===== src/rtl/mc_issue_scheduler.sv =====
// Multicycle issue scheduler: launches one operand every R cycles and captures the result at phase R-1.
// Optional launch/stall statistics are compiled in when MC_SCHED_STATS_EN is defined.
module mc_issue_scheduler #(
    parameter int WIDTH = 32
) (
    input  logic             pll_clock,
    input  logic             reset_n,
    input  logic [3:0]       cfg_ratio,
    input  logic             start,
    input  logic             stop,
    output logic             busy,
    input  logic             in_valid,
    input  logic [WIDTH-1:0] in_data,
    output logic             in_ready,
    output logic             launch_en,
    output logic [WIDTH-1:0] launch_data,
    output logic             capture_en,
    input  logic [WIDTH-1:0] res_data,
    output logic             out_valid,
    output logic [WIDTH-1:0] out_data,
    input  logic             out_ready
`ifdef MC_SCHED_STATS_EN
    ,
    output logic [15:0]      stat_launch,
    output logic [15:0]      stat_stall
`endif
);

    typedef enum logic [1:0] {
        ST_IDLE  = 2'd0,
        ST_RUN   = 2'd1,
        ST_DRAIN = 2'd2
    } state_e;

    state_e           state_q, state_d;
    logic [3:0]       phase_q, phase_d;
    logic [3:0]       ratio_q, ratio_d;
    logic             inflight_q, inflight_d;
    logic [WIDTH-1:0] launch_data_q, launch_data_d;
    logic [WIDTH-1:0] out_data_q, out_data_d;
    logic             out_valid_q, out_valid_d;

    logic active_s;
    logic last_phase_s;
    logic stall_s;
    logic capture_s;
    logic launch_s;
    logic accept_start_s;

    // Window status: a capture is due at the last phase unless the output slot is still occupied
    always_comb begin
        active_s       = (state_q == ST_RUN) || (state_q == ST_DRAIN);
        last_phase_s   = (phase_q == (ratio_q - 4'd1));
        stall_s        = active_s && last_phase_s && inflight_q && out_valid_q && !out_ready;
        capture_s      = active_s && last_phase_s && inflight_q && !stall_s;
        launch_s       = (state_q == ST_RUN) && (phase_q == 4'd0) && in_valid;
        accept_start_s = (state_q == ST_IDLE) && start;
    end

    // FSM state register
    always_ff @(posedge pll_clock or negedge reset_n) begin
        if (!reset_n) begin
            state_q <= ST_IDLE;
        end else begin
            state_q <= state_d;
        end
    end

    // FSM next-state logic; DRAIN leaves as soon as nothing is left in flight
    always_comb begin
        state_d = state_q;
        case (state_q)
            ST_IDLE: begin
                if (start) state_d = ST_RUN;
                else       state_d = ST_IDLE;
            end
            ST_RUN: begin
                if (stop) state_d = ST_DRAIN;
                else      state_d = ST_RUN;
            end
            ST_DRAIN: begin
                if (!inflight_q || capture_s) state_d = ST_IDLE;
                else                          state_d = ST_DRAIN;
            end
            default: state_d = ST_IDLE;
        endcase
    end

    // FSM outputs: handshake and strobes are combinational on the current phase
    always_comb begin
        busy       = (state_q != ST_IDLE);
        in_ready   = (state_q == ST_RUN) && (phase_q == 4'd0);
        launch_en  = launch_s;
        capture_en = capture_s;
    end

    // Datapath next-state: ratio latch, phase counter, in-flight tracking, operand/result registers
    always_comb begin
        if (accept_start_s) begin
            ratio_d = (cfg_ratio < 4'd2) ? 4'd2 : cfg_ratio;
        end else begin
            ratio_d = ratio_q;
        end

        if (!active_s || (state_d == ST_IDLE)) begin
            phase_d = 4'd0;
        end else if (stall_s) begin
            phase_d = phase_q;
        end else if (last_phase_s) begin
            phase_d = 4'd0;
        end else begin
            phase_d = phase_q + 4'd1;
        end

        if (launch_s) begin
            inflight_d = 1'b1;
        end else if (capture_s || !active_s) begin
            inflight_d = 1'b0;
        end else begin
            inflight_d = inflight_q;
        end

        if (launch_s) begin
            launch_data_d = in_data;
        end else begin
            launch_data_d = launch_data_q;
        end

        if (capture_s) begin
            out_valid_d = 1'b1;
            out_data_d  = res_data;
        end else if (out_ready) begin
            out_valid_d = 1'b0;
            out_data_d  = out_data_q;
        end else begin
            out_valid_d = out_valid_q;
            out_data_d  = out_data_q;
        end
    end

    // Datapath registers
    always_ff @(posedge pll_clock or negedge reset_n) begin
        if (!reset_n) begin
            phase_q       <= 4'd0;
            ratio_q       <= 4'd2;
            inflight_q    <= 1'b0;
            launch_data_q <= {WIDTH{1'b0}};
            out_data_q    <= {WIDTH{1'b0}};
            out_valid_q   <= 1'b0;
        end else begin
            phase_q       <= phase_d;
            ratio_q       <= ratio_d;
            inflight_q    <= inflight_d;
            launch_data_q <= launch_data_d;
            out_data_q    <= out_data_d;
            out_valid_q   <= out_valid_d;
        end
    end

    assign launch_data = launch_data_q;
    assign out_data    = out_data_q;
    assign out_valid   = out_valid_q;

`ifdef MC_SCHED_STATS_EN
    logic [15:0] stat_launch_q, stat_launch_d;
    logic [15:0] stat_stall_q, stat_stall_d;

    // Saturating statistics, restarted with every accepted start
    always_comb begin
        if (accept_start_s) begin
            stat_launch_d = 16'd0;
        end else if (launch_s && (stat_launch_q != 16'hFFFF)) begin
            stat_launch_d = stat_launch_q + 16'd1;
        end else begin
            stat_launch_d = stat_launch_q;
        end

        if (accept_start_s) begin
            stat_stall_d = 16'd0;
        end else if (stall_s && (stat_stall_q != 16'hFFFF)) begin
            stat_stall_d = stat_stall_q + 16'd1;
        end else begin
            stat_stall_d = stat_stall_q;
        end
    end

    // Statistics registers
    always_ff @(posedge pll_clock or negedge reset_n) begin
        if (!reset_n) begin
            stat_launch_q <= 16'd0;
            stat_stall_q  <= 16'd0;
        end else begin
            stat_launch_q <= stat_launch_d;
            stat_stall_q  <= stat_stall_d;
        end
    end

    assign stat_launch = stat_launch_q;
    assign stat_stall  = stat_stall_q;
`endif

endmodule


===== config.mk =====
export PLATFORM = sky130hd
export DESIGN_NAME = mc_issue_scheduler
export DESIGN_NICKNAME = d
export VERILOG_FILES = /design/src/rtl/mc_issue_scheduler.sv
export SDC_FILE = /design/constraint.sdc
export NUM_CORES = 1
export LEC_CHECK = 0
export ABC_AREA = 1
export BUFFER_PORTS_ARGS = -buffer_cell sky130_fd_sc_hd__buf_2
export CAP_MARGIN = 20
export CORE_MARGIN = 1
export CORE_UTILIZATION = 29
export CTS_CLUSTER_DIAMETER = 80
export DETAILED_ROUTE_END_ITERATION = 6
export GPL_TIMING_DRIVEN = 0
export HOLD_SLACK_MARGIN = 0.02
export SLEW_MARGIN = 20
export SYNTH_ARGS = -nofsm -noshare
export SYNTH_HDL_FRONTEND = slang
export SYNTH_SLANG_ARGS = --single-unit

===== constraint.sdc =====
create_clock -name pll_clock -period 2.9 [get_ports pll_clock]
set_input_delay 0.725 -clock pll_clock [delete_from_list [all_inputs] [get_ports pll_clock]]
set_output_delay 0.725 -clock pll_clock [all_outputs]
set_load 0.1 [all_outputs]

==> flow_metrics.py, run 1 <==
metrics = {
    "synthesis": {
        "post-synth-top-area-cell": "sky130_fd_sc_hd__dfrtp_1",
        "synthTopCellsByArea": "sky130_fd_sc_hd__dfrtp_1, sky130_fd_sc_hd__nand2_1, sky130_fd_sc_hd__ha_1",
        "synth_area_mm2": 0.00320,
        "synth_fp_nets": 461,
        "synth-warning-count": 0,
        "postSynthRegisterBits": 76,
        "postSynthAreaPerCell_um2": 8.43,
        "synth_sequential_area_ratio_pct": 59.4,
        "netlist.area_leader.share_pct": 58.6,
        "yosys.cell_types.count": 23,
        "number_of_instances_in_the_synthesized_netlist": 380,
    },
    "timing": {
        "slew_headroom_pct": 66.5,
        "final.min_clock_period_ns": 2.72,
        "final_clock_skew_ns": 0.00721,
        "grt_setup_unrepaired": "no",
        "total_count_of_hold_check_failures_in_the_final_report": 0,
        "final_min_period_over_clock_period_pct": 93.9,
        "setup_ws_ns": 0.177,
        "final_max_slew_violation_count": 0,
        "final-setup-viol-count": 0,
        "fmaxAchievable_mhz": 367,
        "hold-worst-slack_ns": 0.317,
        "timing_worst_slew_pin_value_ns": 0.505,
    },
    "clock_network": {
        "cts_buffer_depth": 2,
        "cts_tree": "done",
        "htreeDepth": 3,
        "cts_buffers": 9,
        "cts-root-buf": "sky130_fd_sc_hd__clkbuf_8",
        "cts.reportedPaths.clkPinSlew_ns": 0.08,
        "clock_insertion_delay_worst_skew_ns": 0.34,
        "cts_sink_count": 76,
    },
    "setup_path": {
        "crit_path_max_fanout": 15,
        "regToRegStartpoint": "ratio_q[1]",
        "cpLargestDelayFamily": "flip-flops",
        "r2r_cells": 10,
        "critical_path.startpoint_type": "flip-flop",
        "timing_worst_setup_path_type": "flip-flop to output pin",
        "worst_path_max_delay_cell": "sky130_fd_sc_hd__dfstp_2",
        "register_to_register_setup_slack_ns": 0.78,
        "timing.critical_path.cells": "inv_1 > ha_1 > or2_1 > nand3_2 > nor2_4 > nand4_4 > inv_8 > buf_12",
        "worst_ep_required_time_ns": 2.17,
        "worst-path-buf-inv": 3,
        "arrival_time_at_the_worst_endpoint_ns": 2.00,
        "cp-startpoint": "ratio_q[1]",
        "slowest_delay_ns": 0.52,
        "critical_path.endpoint_type": "output pin",
        "rr_endpoint": "out_data[24]",
    },
    "job": {
        "maxCapViolCount": 0,
    },
    "min_path": {
        "min-delay-path-class": "primary input to async pin",
    },
    "cells_and_area": {
        "layout.cells.most_common": "sky130_fd_sc_hd__nand2_1",
        "final_core_util_pct": 41.6,
        "final_cells": 675,
        "num-nets-final": 615,
        "highest_count_cells_in_the_layout_ignoring_fill_and_taps": "sky130_fd_sc_hd__nand2_1, sky130_fd_sc_hd__buf_2, sky130_fd_sc_hd__dfrtp_1",
        "fraction_of_final_layout_cells_sized_beyond_drive_strength_1_pct": 32.7,
        "growth_of_design_area_from_synthesis_to_finish_pct": 36.6,
        "antenna_cells_inserted": 0,
        "final.fill_count": 1063,
    },
    "global_route": {
        "antenna_found_initial": 0,
        "gr-usage-all-layers_pct": 14.5,
        "grt_overflow": 0,
        "grt_first_pass_wirelength_um": 12900,
        "grt_max_degree": 46,
        "first_global_vias": 2782,
    },
    "detailed_routing": {
        "dr.first_iter.drc_count": 69,
        "post_detailed_route_count_of_antenna_violating_nets": 0,
        "detail_route.wirelength_um": 7710,
        "post-route-drc-count": 0,
        "first_pass_iters": 4,
        "routed-via-count": 2842,
        "route.detailed.vias_per_inst": 4.21,
        "routedWlPerCell_um": 11.4,
    },
    "placed_design": {
        "gpl.final_weighted_congestion": 0.724,
        "detailedPlace.worstSlack_ns": -0.0579,
        "port-buffer-count": 142,
        "place_hpwl_um": 5810,
        "dpl.cell_count": 659,
    },
    "floorplan": {
        "initial_utilization_pct": 30.5,
        "ios": 143,
        "die_area_mm2": 0.0115,
        "fp-row-count": 37,
        "die_y_um": 107,
        "fp.dieW_um": 107,
        "placeableCoreArea_mm2": 0.0105,
    },
    "status": {
        "run_status": "completed",
    },
}
[state kept, by name, summed over array words and instances (netlist names)]
signal and count:
state_q 2, phase_q 4, out_valid 1, ratio_q 4, out_data 32, inflight_q 1
launch_data 32
[metal layers]
metal	up-vias	routed length [um]	share of wire, %	track usage, %
met3	13	518	6.7	5.11
met1	1293	3340	43	17.1
met5	-	0	0	0
met2	80	3690	48	24.1
met4	0	162	2.1	6.16
li1	1456	-	-	-
[through the flow]
stage               instance area [um^2]  TNS [ns]
floorplan                           3220         0
global placement                    4100   -0.0548
detailed placement                  4130   -0.0579
CTS                                 4350         0
global route                        4370         0
finish                              4370         0
[worst max-delay path by stage]
stage | endpoint | depth (start not counted) | slack [ns]
3_3_place_gp | capture_en | 9 | -0.05
2_1_floorplan | launch_en | 7 | 0.03
4_1_cts | capture_en | 8 | 0.01
6_report | capture_en | 8 | 0.18
5_1_grt | launch_en | 8 | 0.01
3_5_place_dp | capture_en | 9 | -0.06
[kinds of logic after synthesis]
family / synth area share [%]
simple gates: 31.5
xor+xnor: 0.547
compound gates: 1.21
buf+inv: 4.61
flops: 59.4
fa+ha+maj: 2.74
[synthesized netlist by cell type]
master                       n
sky130_fd_sc_hd__xnor2_1     1
sky130_fd_sc_hd__nand2_1   223
sky130_fd_sc_hd__nor2_4      1
sky130_fd_sc_hd__or2_1       1
sky130_fd_sc_hd__nand4_1     4
sky130_fd_sc_hd__a21oi_1     1
sky130_fd_sc_hd__dfstp_2     1
sky130_fd_sc_hd__nand3_2     1
sky130_fd_sc_hd__clkbuf_1    6
sky130_fd_sc_hd__nand2_2     1
sky130_fd_sc_hd__nor3_1      1
sky130_fd_sc_hd__dfrtp_1    75
sky130_fd_sc_hd__inv_2       4
sky130_fd_sc_hd__nor2_1      7
sky130_fd_sc_hd__ha_1        7
sky130_fd_sc_hd__and2_4      1
sky130_fd_sc_hd__nand4_4     1
sky130_fd_sc_hd__o21ai_0     5
sky130_fd_sc_hd__xor2_1      1
sky130_fd_sc_hd__o311ai_0    1
sky130_fd_sc_hd__inv_1      20
sky130_fd_sc_hd__nand3_1    10
sky130_fd_sc_hd__buf_2       7
[repair_timing]
action                                  CTS  global route
pin swaps                                 1             0
endpoints found under the setup margin    2             2
resized for setup                         8             3
buffers inserted                          0             1
hold buffers                              0             0
[area by class of cell]
cell class	instances	area, um^2	share of cell area (%)
Tap cell	136	170	3.89
Multi-Input combinational cell	267	1170	26.8
Timing Repair Buffer	144	773	17.7
Inverter	24	97.6	2.23
Buffer	12	58.8	1.34
Clock buffer	16	200	4.58
Sequential cell	76	1900	43.5
Power of run 1 is not shown: default switching activity piles up to over one toggle a cycle in this logic, so the estimate is an artifact.
==> run 2, diff against run 1 <==
Settings changed: BUFFER_PORTS_ARGS -buffer_cell sky130_fd_sc_hd__buf_2 to -buffer_cell sky130_fd_sc_hd__buf_4.
==> flow_metrics.py, run 2 (synthesized netlist as in run 1, its figures left out) <==
metrics = {
    "floorplan": {
        "placeableCoreArea_mm2": 0.0105,
        "ios": 143,
        "die_area_mm2": 0.0115,
        "die_y_um": 107,
        "initial_utilization_pct": 30.5,
        "fp-row-count": 37,
        "fp.dieW_um": 107,
    },
    "timing": {
        "slew_headroom_pct": 34.3,
        "final_max_slew_violation_count": 0,
        "timing_worst_slew_pin_value_ns": 0.986,
        "total_count_of_hold_check_failures_in_the_final_report": 0,
        "setup_ws_ns": 0.153,
        "final_min_period_over_clock_period_pct": 94.7,
        "fmaxAchievable_mhz": 364,
        "grt_setup_unrepaired": "no",
        "final-setup-viol-count": 0,
        "fin_tns_setup_ns": 0,
        "final_clock_skew_ns": 0.0108,
        "final.min_clock_period_ns": 2.75,
    },
    "detailed_routing": {
        "routedWlPerCell_um": 11.9,
        "first_pass_iters": 4,
        "detail_route.wirelength_um": 7990,
        "post_detailed_route_count_of_antenna_violating_nets": 0,
        "post-route-drc-count": 0,
        "routed-via-count": 2871,
        "dr.first_iter.drc_count": 103,
        "route.detailed.vias_per_inst": 4.26,
    },
    "setup_path": {
        "worst_ep_required_time_ns": 2.17,
        "cpLargestDelayFamily": "flip-flops",
        "critical_path.endpoint_type": "output pin",
        "register_to_register_setup_slack_ns": 0.76,
        "critical_path_depth": 8,
        "r2r_cells": 13,
        "critical_path.startpoint_type": "flip-flop",
        "slowest_delay_ns": 0.52,
        "arrival_time_at_the_worst_endpoint_ns": 2.02,
        "worst-path-buf-inv": 3,
        "regToRegStartpoint": "ratio_q[1]",
        "timing.critical_path.cells": "inv_1 > ha_1 > or2_1 > nand3_2 > nor2_4 > nand4_4 > inv_8 > buf_8",
        "timing_worst_setup_path_type": "flip-flop to output pin",
        "rr_endpoint": "phase_q[0]",
        "crit_path_max_fanout": 15,
        "worst_path_max_delay_cell": "sky130_fd_sc_hd__dfstp_2",
    },
    "status": {
        "run_status": "completed",
    },
    "cells_and_area": {
        "growth_of_design_area_from_synthesis_to_finish_pct": 46.3,
        "layout.cells.most_common": "sky130_fd_sc_hd__nand2_1",
        "num-nets-final": 614,
        "highest_count_cells_in_the_layout_ignoring_fill_and_taps": "sky130_fd_sc_hd__nand2_1, sky130_fd_sc_hd__buf_4, sky130_fd_sc_hd__dfrtp_1",
        "final_cells": 674,
        "antenna_cells_inserted": 0,
        "fraction_of_final_layout_cells_sized_beyond_drive_strength_1_pct": 32.7,
    },
    "global_route": {
        "grt_overflow": 0,
        "first_global_vias": 2859,
        "met2_usage_pct": 24.7,
        "grt_max_degree": 77,
        "grt_first_pass_wirelength_um": 13000,
        "antenna_found_initial": 0,
        "grt.met1_usage_pct": 17.4,
        "global_route.peak_usage_layer": "met2",
        "grt_util_met3_pct": 4.32,
        "gr-usage-all-layers_pct": 14.6,
    },
    "placed_design": {
        "gpl.final_weighted_congestion": 0.757,
        "place_hpwl_um": 5900,
        "dpl.cell_count": 658,
        "detailedPlace.worstSlack_ns": 0.0694,
        "port-buffer-count": 142,
    },
    "clock_network": {
        "clock_insertion_delay_worst_skew_ns": 0.34,
        "cts-root-buf": "sky130_fd_sc_hd__clkbuf_8",
        "cts_buffers": 9,
        "cts_sink_count": 76,
        "htreeDepth": 3,
        "cts.reportedPaths.clkPinSlew_ns": 0.08,
        "cts_hold_repair.buffers": 0,
        "cts_buffer_depth": 2,
        "cts_tree": "done",
    },
    "min_path": {
        "min-delay-path-class": "primary input to async pin",
    },
    "job": {
        "maxCapViolCount": 0,
    },
}
[run 2: worst max-delay path by stage]
stage / from / to / slack (ns)
6_report: ratio_q[1] / capture_en / 0.15
2_1_floorplan: state_q[1] / launch_en / 0.03
3_5_place_dp: ratio_q[1] / capture_en / 0.07
4_1_cts: phase_q[0] / launch_en / 0.05
5_1_grt: ratio_q[1] / capture_en / 0.0009
3_3_place_gp: ratio_q[1] / capture_en / 0.08
[run 2: routing by layer]
| layer | part of all wire (%) | vias to the layer above | wire length [um] |
|---|---|---|---|
| li1 | - | 1458 | - |
| met1 | 42 | 1324 | 3380 |
| met2 | 50 | 78 | 3970 |
| met3 | 6.5 | 11 | 521 |
| met4 | 1.4 | 0 | 108 |
| met5 | 0 | - | 0 |
[run 2: what timing repair did]
action / 4_1_cts / 5_1_grt
gates resized for setup: 5 / 2
setup endpoints to repair: 1 / 1
setup buffers: 1 / 0
cloned: 0 / 0
[run 2: layout make-up]
type                    instances  area [um^2]
inverters                      24         97.6
repair buffers                143         1090
well taps                     136          170
flip-flops and latches         76         1900
fillers                      1051         5820
plain buffers                  12         58.8
clock inverters                 5         60.1
clock buffers                  11          141
multi-input cells             267         1160
[run 2: metrics by stage]
| stage | utilization [%] | hold WS, ns | cell area (um^2) |
|---|---|---|---|
| 2_1_floorplan | - | 0.429 | 3220 |
| 3_3_place_gp | 42.4 | 0.464 | 4460 |
| 3_5_place_dp | 42.4 | 0.467 | 4460 |
| 4_1_cts | 44.5 | 0.488 | 4680 |
| 5_1_grt | 44.6 | 0.513 | 4680 |
| 6_report | 44.6 | 0.483 | 4680 |
Power of run 2 is left out for the same reason.
